File: src/rtl/dbus_arbiter_if.sv
// dbus_arbiter_if: bundles the two requester ports and the shared data-bus side of dbus_arbiter.
//   core_* / aux_*  : request (req, we, addr, wdata) in; completion (ack, rdata) out; core_stall out
//   bus_*           : strobes, address, write data and owner toward dmem/uart; bus_rdata back
//   modport slave   : the arbiter's view
//   modport master  : the view of whoever drives requests and models the bus (testbench, SoC glue)
interface dbus_arbiter_if #(
    parameter int DATA_WIDTH = 32,
    parameter int ADDR_WIDTH = 32
);
    logic                  core_req;
    logic                  core_we;
    logic [ADDR_WIDTH-1:0] core_addr;
    logic [DATA_WIDTH-1:0] core_wdata;
    logic                  core_ack;
    logic [DATA_WIDTH-1:0] core_rdata;
    logic                  core_stall;
    logic                  aux_req;
    logic                  aux_we;
    logic [ADDR_WIDTH-1:0] aux_addr;
    logic [DATA_WIDTH-1:0] aux_wdata;
    logic                  aux_ack;
    logic [DATA_WIDTH-1:0] aux_rdata;
    logic                  bus_re;
    logic                  bus_we;
    logic [ADDR_WIDTH-1:0] bus_addr;
    logic [DATA_WIDTH-1:0] bus_wdata;
    logic [DATA_WIDTH-1:0] bus_rdata;
    logic                  bus_owner;

    modport slave (
        input  core_req, core_we, core_addr, core_wdata,
        input  aux_req, aux_we, aux_addr, aux_wdata,
        input  bus_rdata,
        output core_ack, core_rdata, core_stall,
        output aux_ack, aux_rdata,
        output bus_re, bus_we, bus_addr, bus_wdata, bus_owner
    );

    modport master (
        output core_req, core_we, core_addr, core_wdata,
        output aux_req, aux_we, aux_addr, aux_wdata,
        output bus_rdata,
        input  core_ack, core_rdata, core_stall,
        input  aux_ack, aux_rdata,
        input  bus_re, bus_we, bus_addr, bus_wdata, bus_owner
    );
endinterface

File: src/rtl/dbus_arbiter.sv
// dbus_arbiter: round-robin arbiter sharing the memory-stage data bus between core and aux.
//   clk    : rising-edge clock
//   reset  : synchronous, active-high; aborts any transaction in flight
//   dbus   : dbus_arbiter_if.slave -- core/aux request+ack ports and the shared bus side
//   RD_LAT : cycles from the bus_re cycle until bus_rdata is valid (0..7)
module dbus_arbiter #(
    parameter int DATA_WIDTH = 32,
    parameter int ADDR_WIDTH = 32,
    parameter int RD_LAT     = 1
) (
    input logic           clk,
    input logic           reset,
    dbus_arbiter_if.slave dbus
);
    typedef enum logic [1:0] {IDLE, ACCESS, WAIT, RESP} state_t;

    localparam logic [2:0] LAT = 3'(RD_LAT);

    state_t                r_state;
    state_t                w_next;
    logic                  r_owner;
    logic                  r_we;
    logic [ADDR_WIDTH-1:0] r_addr;
    logic [DATA_WIDTH-1:0] r_wdata;
    logic [DATA_WIDTH-1:0] r_core_rdata;
    logic [DATA_WIDTH-1:0] r_aux_rdata;
    logic [2:0]            r_cnt;
    logic                  w_grant;
    logic                  w_grant_owner;
    logic                  w_capture;
    logic [DATA_WIDTH-1:0] w_capture_data;
    logic                  w_access;
    logic                  w_resp;

    always_comb begin
        w_next         = r_state;
        w_grant        = 1'b0;
        w_grant_owner  = r_owner;
        w_capture      = 1'b0;
        w_capture_data = '0;
        case (r_state)
            IDLE: begin
                if (dbus.core_req || dbus.aux_req) begin
                    w_grant       = 1'b1;
                    // on a tie the port that did not own the bus last time wins
                    w_grant_owner = (dbus.core_req && dbus.aux_req) ? !r_owner : dbus.aux_req;
                    w_next        = ACCESS;
                end
            end
            ACCESS: begin
                if (r_we || LAT == 3'd0) begin
                    w_next         = RESP;
                    w_capture      = 1'b1;
                    w_capture_data = r_we ? '0 : dbus.bus_rdata;
                end else begin
                    w_next = WAIT;
                end
            end
            WAIT: begin
                // data is valid in the cycle where the counter is about to reach zero
                if (r_cnt == 3'd1) begin
                    w_next         = RESP;
                    w_capture      = 1'b1;
                    w_capture_data = dbus.bus_rdata;
                end
            end
            default: w_next = IDLE;
        endcase
    end

    always_ff @(posedge clk) begin
        if (reset) begin
            r_state      <= IDLE;
            r_owner      <= 1'b1;
            r_we         <= 1'b0;
            r_addr       <= '0;
            r_wdata      <= '0;
            r_cnt        <= '0;
            r_core_rdata <= '0;
            r_aux_rdata  <= '0;
        end else begin
            r_state <= w_next;
            if (w_grant) begin
                r_owner <= w_grant_owner;
                r_we    <= w_grant_owner ? dbus.aux_we : dbus.core_we;
                r_addr  <= w_grant_owner ? dbus.aux_addr : dbus.core_addr;
                r_wdata <= w_grant_owner ? dbus.aux_wdata : dbus.core_wdata;
            end
            if (r_state == ACCESS)
                r_cnt <= LAT;
            else if (r_state == WAIT)
                r_cnt <= r_cnt - 3'd1;
            if (w_capture && r_owner)
                r_aux_rdata <= w_capture_data;
            if (w_capture && !r_owner)
                r_core_rdata <= w_capture_data;
        end
    end

    // reset gates strobes and acks combinationally so an aborted access is cut off at once
    assign w_access = (r_state == ACCESS) && !reset;
    assign w_resp   = (r_state == RESP) && !reset;

    assign dbus.bus_re     = w_access && !r_we;
    assign dbus.bus_we     = w_access && r_we;
    assign dbus.bus_addr   = w_access ? r_addr : '0;
    assign dbus.bus_wdata  = w_access ? r_wdata : '0;
    assign dbus.bus_owner  = r_owner;
    assign dbus.core_ack   = w_resp && !r_owner;
    assign dbus.aux_ack    = w_resp && r_owner;
    assign dbus.core_rdata = r_core_rdata;
    assign dbus.aux_rdata  = r_aux_rdata;
    assign dbus.core_stall = dbus.core_req && !dbus.core_ack;
endmodule

File: src/flat_wrapper.sv
// flat-port wrapper written by rule: the top's interface ports become plain ports
module dbus_arbiter_flat 
#(
    parameter int DATA_WIDTH = 32,
    parameter int ADDR_WIDTH = 32,
    parameter int RD_LAT     = 1
)
  (clk, reset, dbus_core_req, dbus_core_we, dbus_core_addr, dbus_core_wdata, dbus_aux_req, dbus_aux_we, dbus_aux_addr, dbus_aux_wdata, dbus_bus_rdata, dbus_core_ack, dbus_core_rdata, dbus_core_stall, dbus_aux_ack, dbus_aux_rdata, dbus_bus_re, dbus_bus_we, dbus_bus_addr, dbus_bus_wdata, dbus_bus_owner);
  dbus_arbiter_if #(.DATA_WIDTH(DATA_WIDTH), .ADDR_WIDTH(ADDR_WIDTH)) dbus_i ();
  input logic clk;
  input logic reset;
  input wire logic [$bits(dbus_i.core_req)-1:0] dbus_core_req;
  input wire logic [$bits(dbus_i.core_we)-1:0] dbus_core_we;
  input wire logic [$bits(dbus_i.core_addr)-1:0] dbus_core_addr;
  input wire logic [$bits(dbus_i.core_wdata)-1:0] dbus_core_wdata;
  input wire logic [$bits(dbus_i.aux_req)-1:0] dbus_aux_req;
  input wire logic [$bits(dbus_i.aux_we)-1:0] dbus_aux_we;
  input wire logic [$bits(dbus_i.aux_addr)-1:0] dbus_aux_addr;
  input wire logic [$bits(dbus_i.aux_wdata)-1:0] dbus_aux_wdata;
  input wire logic [$bits(dbus_i.bus_rdata)-1:0] dbus_bus_rdata;
  output wire logic [$bits(dbus_i.core_ack)-1:0] dbus_core_ack;
  output wire logic [$bits(dbus_i.core_rdata)-1:0] dbus_core_rdata;
  output wire logic [$bits(dbus_i.core_stall)-1:0] dbus_core_stall;
  output wire logic [$bits(dbus_i.aux_ack)-1:0] dbus_aux_ack;
  output wire logic [$bits(dbus_i.aux_rdata)-1:0] dbus_aux_rdata;
  output wire logic [$bits(dbus_i.bus_re)-1:0] dbus_bus_re;
  output wire logic [$bits(dbus_i.bus_we)-1:0] dbus_bus_we;
  output wire logic [$bits(dbus_i.bus_addr)-1:0] dbus_bus_addr;
  output wire logic [$bits(dbus_i.bus_wdata)-1:0] dbus_bus_wdata;
  output wire logic [$bits(dbus_i.bus_owner)-1:0] dbus_bus_owner;
  assign dbus_i.core_req = dbus_core_req;
  assign dbus_i.core_we = dbus_core_we;
  assign dbus_i.core_addr = dbus_core_addr;
  assign dbus_i.core_wdata = dbus_core_wdata;
  assign dbus_i.aux_req = dbus_aux_req;
  assign dbus_i.aux_we = dbus_aux_we;
  assign dbus_i.aux_addr = dbus_aux_addr;
  assign dbus_i.aux_wdata = dbus_aux_wdata;
  assign dbus_i.bus_rdata = dbus_bus_rdata;
  assign dbus_core_ack = dbus_i.core_ack;
  assign dbus_core_rdata = dbus_i.core_rdata;
  assign dbus_core_stall = dbus_i.core_stall;
  assign dbus_aux_ack = dbus_i.aux_ack;
  assign dbus_aux_rdata = dbus_i.aux_rdata;
  assign dbus_bus_re = dbus_i.bus_re;
  assign dbus_bus_we = dbus_i.bus_we;
  assign dbus_bus_addr = dbus_i.bus_addr;
  assign dbus_bus_wdata = dbus_i.bus_wdata;
  assign dbus_bus_owner = dbus_i.bus_owner;
  dbus_arbiter #(.DATA_WIDTH(DATA_WIDTH), .ADDR_WIDTH(ADDR_WIDTH), .RD_LAT(RD_LAT)) u_core (.clk(clk), .reset(reset), .dbus(dbus_i));
endmodule
File: config.mk
export PLATFORM = sky130hd
export DESIGN_NAME = dbus_arbiter_flat
export DESIGN_NICKNAME = d
export VERILOG_FILES = /design/src/rtl/dbus_arbiter_if.sv /design/src/rtl/dbus_arbiter.sv /design/src/flat_wrapper.sv
export SDC_FILE = /design/constraint.sdc
export NUM_CORES = 1
export LEC_CHECK = 0
export BUFFER_PORTS_ARGS = -buffer_cell sky130_fd_sc_hd__buf_2
export CAP_MARGIN = 20
export CORE_MARGIN = 1.5
export CORE_UTILIZATION = 42
export DETAILED_ROUTE_END_ITERATION = 10
export GPL_TIMING_DRIVEN = 0
export PLACE_DENSITY_LB_ADDON = 0.08
export SLEW_MARGIN = 25
export SYNTH_ARGS = -nofsm -noshare
export SYNTH_HDL_FRONTEND = slang
export SYNTH_SLANG_ARGS = --single-unit
export TNS_END_PERCENT = 1
File: constraint.sdc
create_clock -name clk -period 1.57 [get_ports clk]
set_input_delay 0.0785 -clock clk [delete_from_list [all_inputs] [get_ports clk]]
set_output_delay 0.0785 -clock clk [all_outputs]
set_load 0.02 [all_outputs]
==> implementation parameters <==
Parameter                              Value

Outcome
  Status    finished with violations
  Violated checks    negative setup slack

Global route
  Via count of the first global-routing pass    7210
  Initial antenna violation count    0
  All-layer global routing usage    29.62%
  First-pass GRT wire length    35100 µm
  Pin count of the biggest net entering global routing    17
  Grt ovf    0

Die
  Die outline width    124.0 µm
  Y dimension of the die    124.0 µm
  Number of I/O pins    300
  Area inside the core boundary    14420 µm²
  Overall die area    15370 µm²
  Site Rows    44
  Effective utilization at floorplan    42.63%

STA
  Maximum clock skew at final layout    5.262 ps
  Fmax    547.5 MHz
  Final worst path period need    1826 ps
  Number of pins with negative max-slew slack in the final report    0
  Number of setup violations in the final report    193
  RSZ-0062 raised after global routing    true
  Relative max-transition margin    50.87%
  Final worst path period share    116.3%
  Smallest setup slack after layout    -256.4 ps
  Setup TNS    -25350 ps
  Measured slew at the worst slew-check pin    736.9 ps
  Final hold vios    0

Critical path
  Setup Crit Path Kind    reg -> out
  Req. time, crit path    1490 ps
  Combined buffer and inverter count along the critical path    4
  Master of the slowest instance on the critical path    sky130_fd_sc_hd__dfxtp_2
  Highest cell delay on the worst timing path    350 ps
  Crit end category    output port
  Crit path max fanout    10
  Crit-path cells    inv_4 -> ha_4 -> nor2b_4 -> buf_8 -> buf_8 -> and2_1 -> buf_4
  Critical path data arrival time    1750 ps
  Cell family with most CP delay    buffers and inverters
  Cell type with the highest occurrence count on the critical path    sky130_fd_sc_hd__buf_8
  CP Launch Type    flop

Placement
  Port bufs    299
  Routability cong.    0.7947
  Placement-stage worst setup slack    -694.9 ps
  Final HPWL DP    14260 µm

Routing
  Post-DRT Antenna Nets    0
  Mean routed wirelength per cell    16.84 µm
  Vias    7168
  1st-iter DRT viols    275
  Remaining design rule violation count    0
  Via density    5.183
  Number of search-and-repair iterations in the first detailed-routing pass    5
  Total Routed Length    23290 µm

Yosys
  Synth Net Count    876
  Sequential-to-total area share from yosys stat    43.96%
  Number of unique standard cell types used by synthesis    26
  Number of flip-flops and latches in the synthesized netlist    135
  Count of yosys warnings during synthesis    0
  Number of standard cells after synthesis    704
  Average instance area after synthesis    8.734 µm²
  Post-synthesis instance area    6148 µm²

Cells and area
  Antenna diode instance count    0
  Area added between synthesis and finish    74.42%
  Commonest cells after routing, fill and taps aside    sky130_fd_sc_hd__buf_2, sky130_fd_sc_hd__dlygate4sd3_1, sky130_fd_sc_hd__nor2_1
  Layout cell share with drive strength beyond 1    39.53%
  Most common cell after layout, fill and taps aside    sky130_fd_sc_hd__buf_2
  Net count reported at finish    1360

CTS
  Number of sinks driven by the clock tree    135
  CTS root buf    sky130_fd_sc_hd__clkbuf_16
  Buffer levels on the longest clock path    2
  TritonCTS clock tree    done
  Maximum level of the CTS H-tree    4
  Clock latency of the later-clocked register in the worst-skew pair    410 ps
  Register clock-pin slew on the reported worst setup and hold paths    60 ps
  Total CTS buffers    17

Flow run
  Max-cap violations    0

Power
  Leak Pwr    4.862 nW
  Maximum vdd drop    0.9458 mV
  P per Cell Area    1466 nW/µm²

Hold path
  Worst hold-check path type    in -> reg
worst paths after layout:
| check | start | to | slack (ps) | cells past startpoint |
|---|---|---|---|---|
| setup / recovery | u_core.r_state[1] | dbus_bus_wdata[26] | -260 | 7 |
| hold / removal | dbus_core_req | u_core.r_addr[31] | 300 | 5 |
| setup reg to reg | u_core.r_state[0] | u_core.r_wdata[10] | -190 | 8 |
| hold reg to reg | u_core.dbus.core_rdata[18] | u_core.dbus.core_rdata[18] | 480 | 2 |
where the power goes:
group	total [mW]	internal, mW	switching, mW
Clock	3.85	2.38	1.47
Sequential	4.69	4.25	0.438
Combinational	7.18	3.00	4.18
Total	15.7	9.63	6.09
timing repair:
item | 4_1_cts | 5_1_grt
hold buffers | 162 | 0
pin swaps | 9 | 6
endpoints found under the hold margin | 129 | 0
resized for setup | 157 | 59
gates cloned | 1 | 0
endpoints found under the setup margin | 198 | 198
setup buffers | 4 | 0
logic make-up after synthesis:
logic type      synth area share, %
xor+xnor                     0.1425
simple gates                  24.48
fa+ha+maj                     1.221
mux                          0.3256
flops                         43.96
compound gates                24.30
buf+inv                       5.576
through the flow:
stage | hold slack (ps) | power [mW] | utilization (%) | instances | instance area [µm²]
final | 303.4 | 15.72 | 74.35 | 1383 | 10720
after global routing | 342.8 | 16.65 | 74.35 | 1383 | 10720
after CTS | 296.0 | 15.32 | 73.23 | 1383 | 10560
after detailed placement | 349.7 | 10.61 | 54.70 | 1187 | 7890
after global placement | 345.1 | 10.57 | 54.70 | 1187 | 7890
after floorplan | 237.5 | 9.004 | - | 704 | 6163
synthesized netlist by cell type, drive strengths merged:
| master | number | share of area [%] |
|---|---|---|
| a32oi | 64 | 9.1 |
| clkbuf | 35 | 2.1 |
| a31oi | 1 | 0.10 |
| and3b | 2 | 0.28 |
| inv | 4 | 0.24 |
| dfxtp | 135 | 44 |
| ha | 6 | 1.2 |
| mux2i | 2 | 0.33 |
| buf | 36 | 3.2 |
| and2 | 66 | 6.7 |
| xor2 | 1 | 0.14 |
| a311oi | 65 | 14 |
| a21oi | 2 | 0.16 |
| nor2 | 137 | 8.4 |
| a2111oi | 1 | 0.14 |
| nor2b | 5 | 0.51 |
| nand2b | 2 | 0.20 |
| a22oi | 1 | 0.12 |
| a31o | 1 | 0.14 |
| nor3b | 1 | 0.12 |
| nand2 | 133 | 8.1 |
| nor3 | 2 | 0.16 |
| o21ai | 2 | 0.16 |
routing by layer:
layer	up-vias	part of all wire [%]	track usage [%]
li1	3450	-	-
met1	3351	39	32.18
met2	294	50	52.59
met3	73	6.7	7.967
met4	0	4.2	15.63
met5	-	0	0
cell type report:
cell class / count / area (µm²)
fill: 1028 / 3700
timing repair buffer: 466 / 3456
multi-input combinational: 494 / 3236
sequential: 135 / 2708
buffer: 70 / 515.5
clock buffer: 20 / 456.7
tap: 184 / 230.2
clock inverter: 10 / 105.1
inverter: 4 / 17.52
state kept, by name (all words and copies together) (netlist names):
register                cells
u_core.dbus.core_rdata     32
u_core.dbus.bus_owner       1
u_core.r_wdata             32
u_core.r_state              2
u_core.r_cnt                3
u_core.r_addr              32
u_core.r_we                 1
u_core.dbus.aux_rdata      32
tightest hold or removal path, cell delays in order:
cell,delay [ps]
sky130_fd_sc_hd__buf_2,120
sky130_fd_sc_hd__a31oi_1,120
sky130_fd_sc_hd__buf_2,190
sky130_fd_sc_hd__nand2_1,80
sky130_fd_sc_hd__a311oi_1,70
No activity file was read; power rests on OpenSTA's default activity.
